==> src/rtl/pp_row_sequencer.sv <==
// pp_row_sequencer: latches a/b on start and steps a row index 0..WIDTH-1. For each index it drives
//   sel to the 4-to-16 row decoder and emits one weighted partial-product row over valid/ready.
// Latency: first row one cycle after start is sampled; back-to-back rows while row_ready_i=1; done one cycle after the last accept.
// Backpressure: an offered row, its index and sel hold until accepted. Build option PP_ROW_SKIP_ZERO_EN skips rows whose b bit is 0.
module pp_row_sequencer #(
    parameter int WIDTH = 16
) (
    input  logic                 clk_i,
    input  logic                 rst_i,
    input  logic                 start_i,
    input  logic [WIDTH-1:0]     a_i,
    input  logic [WIDTH-1:0]     b_i,
    output logic [3:0]           sel_o,
    output logic                 row_valid_o,
    input  logic                 row_ready_i,
    output logic [2*WIDTH-1:0]   row_data_o,
    output logic [3:0]           row_idx_o,
    output logic                 busy_o,
    output logic                 done_o
);

`ifdef PP_ROW_SKIP_ZERO_EN
    // Rows whose multiplier bit is 0 are stepped over without a handshake.
    localparam logic SKIP_ZERO = 1'b1;
`else
    // Every row is offered, including all-zero ones.
    localparam logic SKIP_ZERO = 1'b0;
`endif

    localparam logic [3:0] LAST_IDX = 4'(WIDTH - 1);

    typedef enum logic [1:0] {
        IDLE = 2'd0,
        EMIT = 2'd1,
        DONE = 2'd2
    } state_t;

    state_t               state_q;
    logic [WIDTH-1:0]     a_q;
    logic [WIDTH-1:0]     b_q;
    logic [3:0]           idx_q;
    logic [3:0]           sel_q;
    logic                 row_valid_q;
    logic [2*WIDTH-1:0]   row_data_q;
    logic [3:0]           row_idx_q;
    logic                 busy_q;
    logic                 done_q;

    logic [3:0]           idx_d;
    logic                 adv_d;

    // Partial-product row: a gated by one multiplier bit, shifted to that bit's weight.
    function automatic logic [2*WIDTH-1:0] row_of(input logic [WIDTH-1:0] a,
                                                  input logic [WIDTH-1:0] b,
                                                  input logic [3:0]       idx);
        logic [2*WIDTH-1:0] ext;
        ext = {{WIDTH{1'b0}}, a & {WIDTH{b[idx]}}};
        return ext << idx;
    endfunction

    // Step decision: advance on a handshake, or unconditionally on a skipped (not offered) row.
    always_comb begin
        idx_d = idx_q + 4'd1;
        adv_d = row_valid_q ? row_ready_i : SKIP_ZERO;
    end

    // Sequencer FSM with all outputs registered.
    always_ff @(posedge clk_i) begin
        if (rst_i) begin
            state_q     <= IDLE;
            a_q         <= '0;
            b_q         <= '0;
            idx_q       <= '0;
            sel_q       <= '0;
            row_valid_q <= 1'b0;
            row_data_q  <= '0;
            row_idx_q   <= '0;
            busy_q      <= 1'b0;
            done_q      <= 1'b0;
        end else begin
            case (state_q)
                IDLE: begin
                    done_q <= 1'b0;
                    if (start_i) begin
                        state_q     <= EMIT;
                        a_q         <= a_i;
                        b_q         <= b_i;
                        idx_q       <= '0;
                        sel_q       <= '0;
                        row_idx_q   <= '0;
                        row_valid_q <= b_i[0] | ~SKIP_ZERO;
                        row_data_q  <= row_of(a_i, b_i, 4'd0);
                        busy_q      <= 1'b1;
                    end
                end
                EMIT: begin
                    if (adv_d) begin
                        if (idx_q == LAST_IDX) begin
                            state_q     <= DONE;
                            sel_q       <= '0;
                            row_idx_q   <= '0;
                            row_valid_q <= 1'b0;
                            row_data_q  <= '0;
                            done_q      <= 1'b1;
                        end else begin
                            idx_q       <= idx_d;
                            sel_q       <= idx_d;
                            row_idx_q   <= idx_d;
                            row_valid_q <= b_q[idx_d] | ~SKIP_ZERO;
                            row_data_q  <= row_of(a_q, b_q, idx_d);
                        end
                    end
                end
                DONE: begin
                    // Start is not sampled here; it must be presented once back in IDLE.
                    state_q <= IDLE;
                    done_q  <= 1'b0;
                    busy_q  <= 1'b0;
                    idx_q   <= '0;
                end
                default: begin
                    state_q     <= IDLE;
                    row_valid_q <= 1'b0;
                    busy_q      <= 1'b0;
                    done_q      <= 1'b0;
                end
            endcase
        end
    end

    assign sel_o       = sel_q;
    assign row_valid_o = row_valid_q;
    assign row_data_o  = row_data_q;
    assign row_idx_o   = row_idx_q;
    assign busy_o      = busy_q;
    assign done_o      = done_q;

endmodule

==> config.mk <==
export PLATFORM = sky130hd
export DESIGN_NAME = pp_row_sequencer
export DESIGN_NICKNAME = d
export VERILOG_FILES = /design/src/rtl/pp_row_sequencer.sv
export SDC_FILE = /design/constraint.sdc
export NUM_CORES = 1
export LEC_CHECK = 0
export ABC_AREA = 1
export ABC_CLOCK_PERIOD_IN_PS = 2400
export BUFFER_PORTS_ARGS = -buffer_cell sky130_fd_sc_hd__buf_4
export CAP_MARGIN = 40
export CORE_ASPECT_RATIO = 0.8
export CORE_MARGIN = 5
export CORE_UTILIZATION = 55
export DETAILED_ROUTE_END_ITERATION = 8
export GPL_TIMING_DRIVEN = 0
export PLACE_DENSITY_LB_ADDON = 0.05
export SETUP_SLACK_MARGIN = 0.1
export SLEW_MARGIN = 30
export SYNTH_ARGS = -nofsm -noshare
export SYNTH_HDL_FRONTEND = slang
export SYNTH_SLANG_ARGS = --single-unit
==> constraint.sdc <==
create_clock -name clk_i -period 2.4 [get_ports clk_i]
set_input_delay 0.12 -clock clk_i [delete_from_list [all_inputs] [get_ports clk_i]]
set_output_delay 0.12 -clock clk_i [all_outputs]
set_load 0.1 [all_outputs]
==> results of run 1 <==
## cells by family (layout without fill, tap and decap cells)
group | after synthesis | in the layout | share of synthesized area
compound gates | 116 | 116 | 0.156
xor+xnor | 4 | 4 | 0.0129
fa+ha+maj | 1 | 1 | 0.00323
buf+inv | 80 | 177 | 0.0900
flops | 76 | 76 | 0.392
other cells | 1 | 1 | 0.000967
simple gates | 313 | 313 | 0.344
## Yosys cell counts
cell type	instances	area [um^2]
sky130_fd_sc_hd__clkbuf_1	26	97.6
sky130_fd_sc_hd__nand2_1	120	450
sky130_fd_sc_hd__a31oi_1	13	81.3
sky130_fd_sc_hd__buf_2	6	30.0
sky130_fd_sc_hd__nor2_1	75	282
sky130_fd_sc_hd__nor3_1	1	5.00
sky130_fd_sc_hd__nand2_2	1	6.26
sky130_fd_sc_hd__nand3_1	113	566
sky130_fd_sc_hd__ha_1	1	12.5
sky130_fd_sc_hd__a21boi_1	1	7.51
sky130_fd_sc_hd__xor2_1	1	8.76
sky130_fd_sc_hd__dfxtp_1	76	1520
sky130_fd_sc_hd__a21oi_1	50	250
sky130_fd_sc_hd__buf_6	2	22.5
sky130_fd_sc_hd__buf_1	4	15.0
sky130_fd_sc_hd__xor2_2	1	16.3
sky130_fd_sc_hd__o21bai_1	1	7.51
sky130_fd_sc_hd__inv_1	31	116
sky130_fd_sc_hd__nand3_2	2	20.0
sky130_fd_sc_hd__nand4_1	1	6.26
sky130_fd_sc_hd__xnor2_2	1	16.3
sky130_fd_sc_hd__buf_4	7	52.6
sky130_fd_sc_hd__o31ai_1	1	7.51
sky130_fd_sc_hd__clkinv_1	4	15.0
sky130_fd_sc_hd__a22oi_1	1	7.51
sky130_fd_sc_hd__xnor2_1	1	8.76
sky130_fd_sc_hd__conb_1	1	3.75
sky130_fd_sc_hd__o21ai_0	49	245
## routing by layer
metal,global-route usage,part of all wire,vias to the layer above
met1,0.390,0.40,2166
li1,-,-,2141
met4,0.115,0.036,0
met2,0.523,0.48,308
met3,0.0555,0.091,57
met5,0,0,-
## sequential cells by signal (all words and copies together), names as in the netlist
signal,cells
a_q,16
b_q,16
busy_o,1
done_o,1
idx_q,4
row_data_o,31
row_idx_o,4
row_valid_o,1
state_q,2
## final cells by class
cell class | count | area share
buffer | 45 | 0.0484
sequential | 76 | 0.299
timing repair buffer | 81 | 0.121
inverter | 35 | 0.0281
tap | 87 | 0.0213
clock buffer | 9 | 0.0242
clock inverter | 7 | 0.0100
multi-input combinational | 435 | 0.448
## power by group through the flow
stage               registers [mW]  clock network, mW  logic [mW]
global placement              1.44                  0        1.16
finish                        1.43              0.901        1.36
detailed placement            1.45                  0        1.18
floorplan                     1.74                  0       0.562
global route                  1.44              0.949        1.43
CTS                           1.42              0.894        1.24
## repair_timing
action / CTS / global route
gates cloned: 3 / 0
endpoints found under the setup margin: 32 / 35
pin swaps: 3 / 16
gates resized for setup: 28 / 61
buffers inserted: 1 / 2
## worst reg2reg max path, cell delays in order (launching register included)
cell and delay [ns]:
sky130_fd_sc_hd__dfxtp_4 0.38, sky130_fd_sc_hd__inv_1 0.14, sky130_fd_sc_hd__buf_2 0.28, sky130_fd_sc_hd__nand2_1 0.10
sky130_fd_sc_hd__nand3_1 0.09, sky130_fd_sc_hd__nand3_1 0.11, sky130_fd_sc_hd__nand3_2 0.12, sky130_fd_sc_hd__nand2_4 0.11
sky130_fd_sc_hd__buf_6 0.16, sky130_fd_sc_hd__nand3_1 0.11, sky130_fd_sc_hd__nand3_2 0.12, sky130_fd_sc_hd__nand3_1 0.15
sky130_fd_sc_hd__nand2_2 0.09, sky130_fd_sc_hd__nand2_1 0.08, sky130_fd_sc_hd__nand3_1 0.07, sky130_fd_sc_hd__nand2_1 0.07
sky130_fd_sc_hd__inv_1 0.04
## worst paths after layout
path,slack (ns),to,from,cells past startpoint
hold / removal,0.03,b_q[9],b_i[9],3
setup / recovery,0.07,row_data_o[18],idx_q[0],16
setup reg to reg,0.07,row_data_o[18],idx_q[0],16
hold reg to reg,0.46,b_q[14],b_q[14],2
==> results.md, run 1 <==
* Status: finished, final reports clean
* CP required at about 2.7 ns
* Final Non-Filler Cells at 775
* Sequential cell fraction of total power at 0.388
* Least setup slack across all paths after layout at about 0.07 ns
* Setup slack at placement at -0.237 ns
* Height of the die at roughly 85 um
* Arrival time at the worst endpoint at 2.58 ns
* P&R area growth vs syn at 31.9%
* # IOs at 79
* Number of buffers inserted for hold repair after clock tree synthesis at 0
* Total vias in the final route at between 4,000 and 5,000
* Cell area after placement at approximately 4600 um^2
* Top achievable clock speed at between 0.4 and 0.5 GHz
* Overall power consumption at 3.69 mW
* Hold Crit Class: in2reg
* Area of the multi-input gates at between 2000 and 2500 um^2
* Peak VDD IR at 0.575 mV
* Syn_area_per_cell at 6.56 um^2
* Count of routing violations after the opening detailed-route iteration at 459
* Layout Skew at about 0.011 ns
* Number of nets with antenna violations after routing at 0
* Total power divided by cell area at 722 nW/um^2
* Fraction of the core area covered by cells at the end of the flow at 0.746
* Clk pwr share at 0.244
* TritonCTS clock tree: done
* Maximum number of pins on one net before global-route repair at 15
* Netlist area before placement at around 3900 um^2
* Max stage delay cell, worst path: sky130_fd_sc_hd__dfxtp_4
* Top library cells by usage in the layout, fill and taps aside: sky130_fd_sc_hd__nand2_1, sky130_fd_sc_hd__buf_4, sky130_fd_sc_hd__nand3_1, sky130_fd_sc_hd__dfxtp_1, sky130_fd_sc_hd__nor2_1
* Unrepaired setup endpoints after global routing: true
* Most Frequent Cell on Critical Path: sky130_fd_sc_hd__nand3_1
* Share of power burned in combinational logic at 0.369
* Final WL at approximately 15 mm
* Cells traversed along the worst timing path: inv_1, buf_2, nand2_1, nand3_1, nand3_1, nand3_2, nand2_4, buf_6, nand3_1, nand3_2, nand3_1, nand2_2, nand2_1, nand3_1, nand2_1, inv_1
* Die Wd at approximately 100 um
* Hold Violations, Final at 0
* Final hold slack at approximately 0.034 ns
* Number of slew-limit violations in the final report at 0
* Number of unique standard cell types used by synthesis at 28
* Global-route wire length before repair at approximately 22 mm
* Instance count of the mapped netlist at 591
* Root cell of the clock tree: sky130_fd_sc_hd__clkbuf_8
* Register area at between 1500 and 2000 um^2
* Die area at 8840 um^2
* Post-detail-place hpwl at 10.4 mm
* Core region area at slightly below 7000 um^2
* Critical path class: reg2reg
* Number of buffers on the longest clock path at 2
* Design internal power at ~2.1 mW
* Number of CTS-inserted buffers at 9
* Average routed wire per standard cell at approximately 19 um
* Antenna violations before repair at 0
* Number of rows in the core area at 27
* TritonCTS Sinks at between 70 and 80
* Buffers & Inverters on Critical Path at 4
* Max-cap viol count at 0
* Number of detailed-route iterations in the first pass at 6
* Most common cell after layout, fill and taps aside: sky130_fd_sc_hd__nand2_1
* Sequential-to-total area share from yosys stat at 0.392
* Insertion delay to the later sink of the worst-skew pair at between 0.3 and 0.4 ns
* Placed insts at 753
* Switching share of power at 0.426
* Nature of the critical path startpoint: register
* Layout cells sized above 1 at 0.253
* Final Instance Area at a little over 5000 um^2
* Global-route total usage across every layer at 0.307
* Net switching power at around 1.6 mW
* Rel. slew slack at 0.484
* Cell type group with the largest total delay on the critical path: simple AND/OR/NAND/NOR gates
* Antenna cells at 0
* Max H-tree Level at 3
* Final weighted congestion in routability-driven placement at approximately 0.95
* Via count of the first global-routing pass at between 4,000 and 5,000
* Number of warnings issued by yosys at 0
* Filler Cell Count at roughly 520
* Final number of setup-violating endpoints at 0
* Min cycle time layout at 2.33 ns
* Leakage Power at about 2.2 nW
* Crit. End Element: register
* Mean number of vias per cell at 6.03
* Effective utilization at floorplan at 0.566
* Post-synthesis net count at about 630
* Net count, final at 720
* Number of storage elements in the synthesis netlist at 76
* Count of unresolved DRC violations after routing at 0
* Sum of overflow across all layers after global routing at 0
* Aggregate negative setup slack at 0 ns
* Delay contributed by the slowest stage of the critical path at about 0.38 ns
* IO Port Bufs at 75
* Worst Max-Slew Pin Slew at 0.774 ns
* Final worst path period share at 0.972
* Largest fanout on the critical path at 10
* Clock slew at the register clock pins of the worst setup and hold paths at 0.09 ns
No activity file was read; power rests on OpenSTA's default activity.
==> run 2, diff against run 1 <==
--- a/config.mk
+++ b/config.mk
@@ -15,6 +15,7 @@
 export DETAILED_ROUTE_END_ITERATION = 8
 export GPL_TIMING_DRIVEN = 0
 export PLACE_DENSITY_LB_ADDON = 0.05
+export RECOVER_POWER = 100
 export SETUP_SLACK_MARGIN = 0.1
 export SLEW_MARGIN = 30
 export SYNTH_ARGS = -nofsm -noshare
==> results.md, run 2 (synthesis results as in run 1) <==
* Min cycle time layout at 2.37 ns (+0.0370 ns)
* Final worst path period share at 0.987 (+0.0154)
* Max stage delay cell, worst path: sky130_fd_sc_hd__dfxtp_2
* Nature of the critical path startpoint: register
* Worst Max-Slew Pin Slew at 1.20 ns (+0.431 ns)
* Critical path class: reg2reg
* Root cell of the clock tree: sky130_fd_sc_hd__clkbuf_8
* Max H-tree Level at 3 (unchanged)
* Count of routing violations after the opening detailed-route iteration at 532 (+16%)
* CP required at 2.70 ns (+0.05 ns)
* Status: finished, final reports clean
* Arrival time at the worst endpoint at 2.66 ns (+0.08 ns)
* Mean number of vias per cell at 6.05 (+0.32%)
* Clock slew at the register clock pins of the worst setup and hold paths at 0.09 ns (about the same)
* Final number of setup-violating endpoints at 0 (unchanged)
* Count of unresolved DRC violations after routing at 0 (unchanged)
* Largest register FFs at 31 (unchanged)
* Final weighted congestion in routability-driven placement at 0.949 (unchanged)
* Height of the die at 85.1 um (unchanged)
* P&R area growth vs syn at 27.8%
* Global-route wire length before repair at 22.0 mm (unchanged)
* Crit. End Element: register
* Die area at 8840 um^2 (unchanged)
* Number of buffers on the longest clock path at 2 (unchanged)
* Hold Crit Class: in2reg
* Peak VDD IR at 0.571 mV (-0.60%)
* Aggregate negative setup slack at 0 ns (unchanged)
* Number of slew-limit violations in the final report at 0 (unchanged)
* Via count of the first global-routing pass at 4,445 (unchanged)
* Number of nets with antenna violations after routing at 0 (unchanged)
* Min-Delay Path Depth at 3 (unchanged)
* Largest fanout on the critical path at 7 (-3)
* Layout cells sized above 1 at 0.192 (-0.0610)
* Total power divided by cell area at 737 nW/um^2 (+2.1%)
* Maximum number of pins on one net before global-route repair at 15 (unchanged)
* Net count, final at 720 (unchanged)
* Max-cap viol count at 0 (unchanged)
* Cells traversed along the worst timing path: ha_4, buf_8, nor2_1, nand2_1, nand3_1, nand3_2, nand2_4, buf_6, nand3_1, nand3_2, nand3_1, nand2_2, nand2_1, nand3_1, nand2_1, inv_1
* Number of buffers inserted for hold repair after clock tree synthesis at 0 (unchanged)
* Rel. slew slack at 0.200 (-0.284)
* Number of CTS-inserted buffers at 9 (unchanged)
* Global-route total usage across every layer at 0.307 (unchanged)
* Overall power consumption at 3.66 mW (-1.0%)
* Total vias in the final route at 4,687 (+0.32%)
* Antenna violations before repair at 0 (unchanged)
* Unrepaired setup endpoints after global routing: true
* Delay contributed by the slowest stage of the critical path at 0.40 ns (+0.02 ns)
* Number of rows in the core area at 27 (unchanged)
* Most Frequent Cell on Critical Path: sky130_fd_sc_hd__nand3_1
* IO Port Bufs at 75 (unchanged)
* Insertion delay to the later sink of the worst-skew pair at 0.36 ns (about the same)
* Hold Violations, Final at 0 (unchanged)
* Most common cell after layout, fill and taps aside: sky130_fd_sc_hd__nand2_1
* Top achievable clock speed at 0.422 GHz (-1.6%)
* Number of detailed-route iterations in the first pass at 5 (-1)
* Average routed wire per standard cell at 18.9 um (-0.30%)
* # IOs at 79 (unchanged)
* Sum of overflow across all layers after global routing at 0 (unchanged)
* Leakage Power at 2.07 nW (-7.8%)
* TritonCTS Sinks at 76 (unchanged)
* Layout Skew at 0.0124 ns (+0.00144 ns)
* Worst-case reg-to-reg path depth at 16 (unchanged)
* Core region area at 6860 um^2 (unchanged)
* Effective utilization at floorplan at 0.566 (unchanged)
* TritonCTS clock tree: done
* Post-detail-place hpwl at 10.4 mm (unchanged)
* Top library cells by usage in the layout, fill and taps aside: sky130_fd_sc_hd__nand2_1, sky130_fd_sc_hd__nand3_1, sky130_fd_sc_hd__dfxtp_1, sky130_fd_sc_hd__nor2_1, sky130_fd_sc_hd__clkbuf_1
* Antenna cells at 0 (unchanged)
* Final WL at 14.7 mm (-0.30%)
* Die Wd at 104 um (unchanged)
## run 2: cell count changes in the layout (fill, tap and decap cells not counted), sizes merged
cell / previous run / this run
clkbuf: 36 / 80
buf: 99 / 55
## run 2: repair_timing
| action | CTS | global route |
|---|---|---|
| setup buffers | 1 | 2 |
| pin swaps | 3 | 16 |
| resized for setup | 28 | 61 |
| setup endpoints to repair | 32 | 35 |
| cloned | 3 | 0 |
## run 2: cell type report
class | count | area [um^2]
well taps | 87 | 109
plain buffers | 45 | 248
clock inverters | 7 | 51.3
flip-flops and latches | 76 | 1530
fillers | 583 | 1900
repair buffers | 81 | 462
multi-input cells | 435 | 2290
clock buffers | 9 | 124
inverters | 35 | 144
## run 2: worst paths after layout
path                                       end      from  slack [ns]
worst max-delay path            row_data_o[18]  idx_q[1]        0.03
worst min-delay path                    b_q[9]    b_i[9]        0.03
worst max register to register  row_data_o[18]  idx_q[1]        0.03
worst min register to register         b_q[14]   b_q[14]        0.46
## run 2: worst max-delay path: cells and delay by family, from the launching register on
kind	cells	cell delay (ns)
flip-flops	1	0.40
buffers and inverters	3	0.36
adder cells (fa/ha/maj)	1	0.22
AND/OR/NAND/NOR	12	1.31
## run 2: per-stage QoR
stage / utilization / hold slack (ns) / cell area [um^2] / cells / setup WS [ns]
6_report: 0.723 / 0.0314 / 4960 / 775 / 0.0312
5_1_grt: 0.723 / 0.0524 / 4960 / 775 / -0.0396
4_1_cts: 0.707 / 0.0275 / 4850 / 773 / 0.0874
3_5_place_dp: 0.664 / 0.380 / 4550 / 753 / -0.237
3_3_place_gp: 0.664 / 0.384 / 4550 / 753 / -0.185
2_1_floorplan: - / 0.287 / 3880 / 591 / 0.107
## run 2: power breakdown
group	total, mW	switching (mW)	internal [mW]
Combinational	1.32	0.979	0.343
Sequential	1.43	0.0718	1.36
Clock	0.905	0.526	0.379
Total	3.66	1.58	2.08
## run 2: layer usage
metal / share of wire / GRT usage
met5: 0 / 0
met4: 0.042 / 0.115
met3: 0.091 / 0.0555
met2: 0.47 / 0.523
met1: 0.40 / 0.390
==> run 3, diff against run 2 <==
--- a/config.mk
+++ b/config.mk
@@ -15,7 +15,7 @@
 export DETAILED_ROUTE_END_ITERATION = 8
 export GPL_TIMING_DRIVEN = 0
 export PLACE_DENSITY_LB_ADDON = 0.05
-export RECOVER_POWER = 100
+export RECOVER_POWER = 25
 export SETUP_SLACK_MARGIN = 0.1
 export SLEW_MARGIN = 30
 export SYNTH_ARGS = -nofsm -noshare
==> results.md, run 3 (synthesis results as in run 1) <==
* Cell area after placement at 4550 um^2 (unchanged)
* Max H-tree Level at 3 (unchanged)
* Final Non-Filler Cells at 775 (unchanged)
* Number of buffers on the longest clock path at 2 (unchanged)
* Global-route wire length before repair at 22.0 mm (unchanged)
* Average routed wire per standard cell at 19.0 um (+0.39%)
* Final Instance Area at 5010 um^2 (+0.98%)
* Maximum number of pins on one net before global-route repair at 15 (unchanged)
* Number of rows in the core area at 27 (unchanged)
* Height of the die at 85.1 um (unchanged)
* Antenna cells at 0 (unchanged)
* Effective utilization at floorplan at 0.566 (unchanged)
* Layout Skew at 0.0121 ns (-0.000329 ns)
* Filler Cell Count at 562 (-3.6%)
* Final WL at 14.7 mm (+0.39%)
* Antenna violations before repair at 0 (unchanged)
* Largest register FFs at 31 (unchanged)
* Sum of overflow across all layers after global routing at 0 (unchanged)
* IO Port Bufs at 75 (unchanged)
* Number of detailed-route iterations in the first pass at 5 (unchanged)
* Core region area at 6860 um^2 (unchanged)
* Rel. slew slack at 0.209 (+0.00890)
* Hold Violations, Final at 0 (unchanged)
* Worst Max-Slew Pin Slew at 1.19 ns (-0.0134 ns)
* Overall power consumption at 3.66 mW (+0.16%)
* Final number of setup-violating endpoints at 0 (unchanged)
* Top achievable clock speed at 0.428 GHz (+1.4%)
* Root cell of the clock tree: sky130_fd_sc_hd__clkbuf_8
* Critical path class: reg2reg
* Min cycle time layout at 2.34 ns (-0.0327 ns)
* Peak VDD IR at 0.575 mV (+0.68%)
* Die Wd at 104 um (unchanged)
* Mean number of vias per cell at 6.04 (-0.13%)
* Total vias in the final route at 4,681 (-0.13%)
* Via count of the first global-routing pass at 4,445 (unchanged)
* Arrival time at the worst endpoint at 2.58 ns (-0.08 ns)
* Final worst path period share at 0.973 (-0.0136)
* Placed insts at 753 (unchanged)
* Unrepaired setup endpoints after global routing: true
* Most common cell after layout, fill and taps aside: sky130_fd_sc_hd__nand2_1
* Largest fanout on the critical path at 10 (+3)
* Net count, final at 720 (unchanged)
* Clock slew at the register clock pins of the worst setup and hold paths at 0.09 ns (about the same)
* Hold Crit Class: in2reg
* Post-detail-place hpwl at 10.4 mm (unchanged)
* Number of nets with antenna violations after routing at 0 (unchanged)
* CP required at 2.65 ns (-0.05 ns)
* Count of routing violations after the opening detailed-route iteration at 500 (-6.0%)
* Die area at 8840 um^2 (unchanged)
* Final hold slack at 0.0411 ns (+0.00971 ns)
* Global-route total usage across every layer at 0.307 (unchanged)
* Number of CTS-inserted buffers at 9 (unchanged)
* P&R area growth vs syn at 29.1%
* Crit. End Element: register
* Number of slew-limit violations in the final report at 0 (unchanged)
* Count of unresolved DRC violations after routing at 0 (unchanged)
* Insertion delay to the later sink of the worst-skew pair at 0.35 ns (about the same)
* Top library cells by usage in the layout, fill and taps aside: sky130_fd_sc_hd__nand2_1, sky130_fd_sc_hd__nand3_1, sky130_fd_sc_hd__dfxtp_1, sky130_fd_sc_hd__nor2_1, sky130_fd_sc_hd__buf_4
* Status: finished, final reports clean
* # IOs at 79 (unchanged)
* Final weighted congestion in routability-driven placement at 0.949 (unchanged)
* TritonCTS clock tree: done
* Total power divided by cell area at 731 nW/um^2 (-0.81%)
* Max-cap viol count at 0 (unchanged)
* Layout cells sized above 1 at 0.211 (+0.0189)
* Aggregate negative setup slack at 0 ns (unchanged)
* TritonCTS Sinks at 76 (unchanged)
* Nature of the critical path startpoint: register
* Leakage Power at 2.13 nW (+2.6%)
-- run 3: cell types whose count changed in the layout (fill, tap and decap cells not counted), sizes merged --
cell | previous run | this run
clkbuf | 80 | 65
buf | 55 | 70
-- run 3: worst paths after layout --
path         startpoint             end  slack, ns  cells after the start
min reg2reg     b_q[14]         b_q[14]       0.46                      2
min              b_i[9]          b_q[9]       0.04                      3
max reg2reg    idx_q[0]  row_data_o[14]       0.06                     16
max            idx_q[0]  row_data_o[14]       0.06                     16
-- run 3: worst max-delay path: stages, from the launching register on --
cell	delay, ns
sky130_fd_sc_hd__dfxtp_4	0.38
sky130_fd_sc_hd__inv_1	0.14
sky130_fd_sc_hd__buf_2	0.29
sky130_fd_sc_hd__nand2_1	0.11
sky130_fd_sc_hd__nand3_1	0.10
sky130_fd_sc_hd__nand3_1	0.11
sky130_fd_sc_hd__nand3_2	0.12
sky130_fd_sc_hd__nand2_4	0.11
sky130_fd_sc_hd__buf_4	0.17
sky130_fd_sc_hd__nand3_1	0.10
sky130_fd_sc_hd__nand3_1	0.10
sky130_fd_sc_hd__nand2_2	0.12
sky130_fd_sc_hd__nand2_1	0.09
sky130_fd_sc_hd__nand3_2	0.10
sky130_fd_sc_hd__nand3_1	0.09
sky130_fd_sc_hd__nand2_1	0.07
sky130_fd_sc_hd__inv_1	0.04
-- run 3: timing repair --
action                     CTS  global route
cloned                       3             0
hold endpoints to repair     0             0
resized for setup           28            61
hold buffers                 0             0
setup endpoints to repair   32            35
buffers inserted             1             2
pin swaps                    3            16
-- run 3: per-layer routing --
metal  wire length, um  vias up  track usage  share of wire
met4               522        0        0.115          0.035
met2              7000      326        0.523           0.48
li1                  -     2143            -              -
met5                 0        -            0              0
met3              1410       59       0.0555          0.096
met1              5790     2153        0.390           0.39
-- run 3: through the flow --
stage                     setup slack, ns   util
after floorplan                     0.107      -
after global placement             -0.185  0.664
after detailed placement           -0.237  0.664
after CTS                          0.0874  0.707
after global routing              -0.0396  0.730
final                              0.0640  0.730
-- run 3: layout make-up --
type,instances,area (um^2),share of cell area
Buffer,45,248,0.0495
Clock buffer,9,124,0.0247
Clock inverter,7,51.3,0.0102
Inverter,35,144,0.0287
Multi-Input combinational cell,435,2290,0.458
Sequential cell,76,1530,0.305
Tap cell,87,109,0.0217
Timing Repair Buffer,81,510,0.102
-- run 3: power breakdown --
part / leakage, nW / switching [mW] / internal (mW) / total, mW
Clock: 0.0856 / 0.517 / 0.379 / 0.896
Combinational: 1.42 / 0.981 / 0.354 / 1.34
Sequential: 0.626 / 0.0722 / 1.36 / 1.43
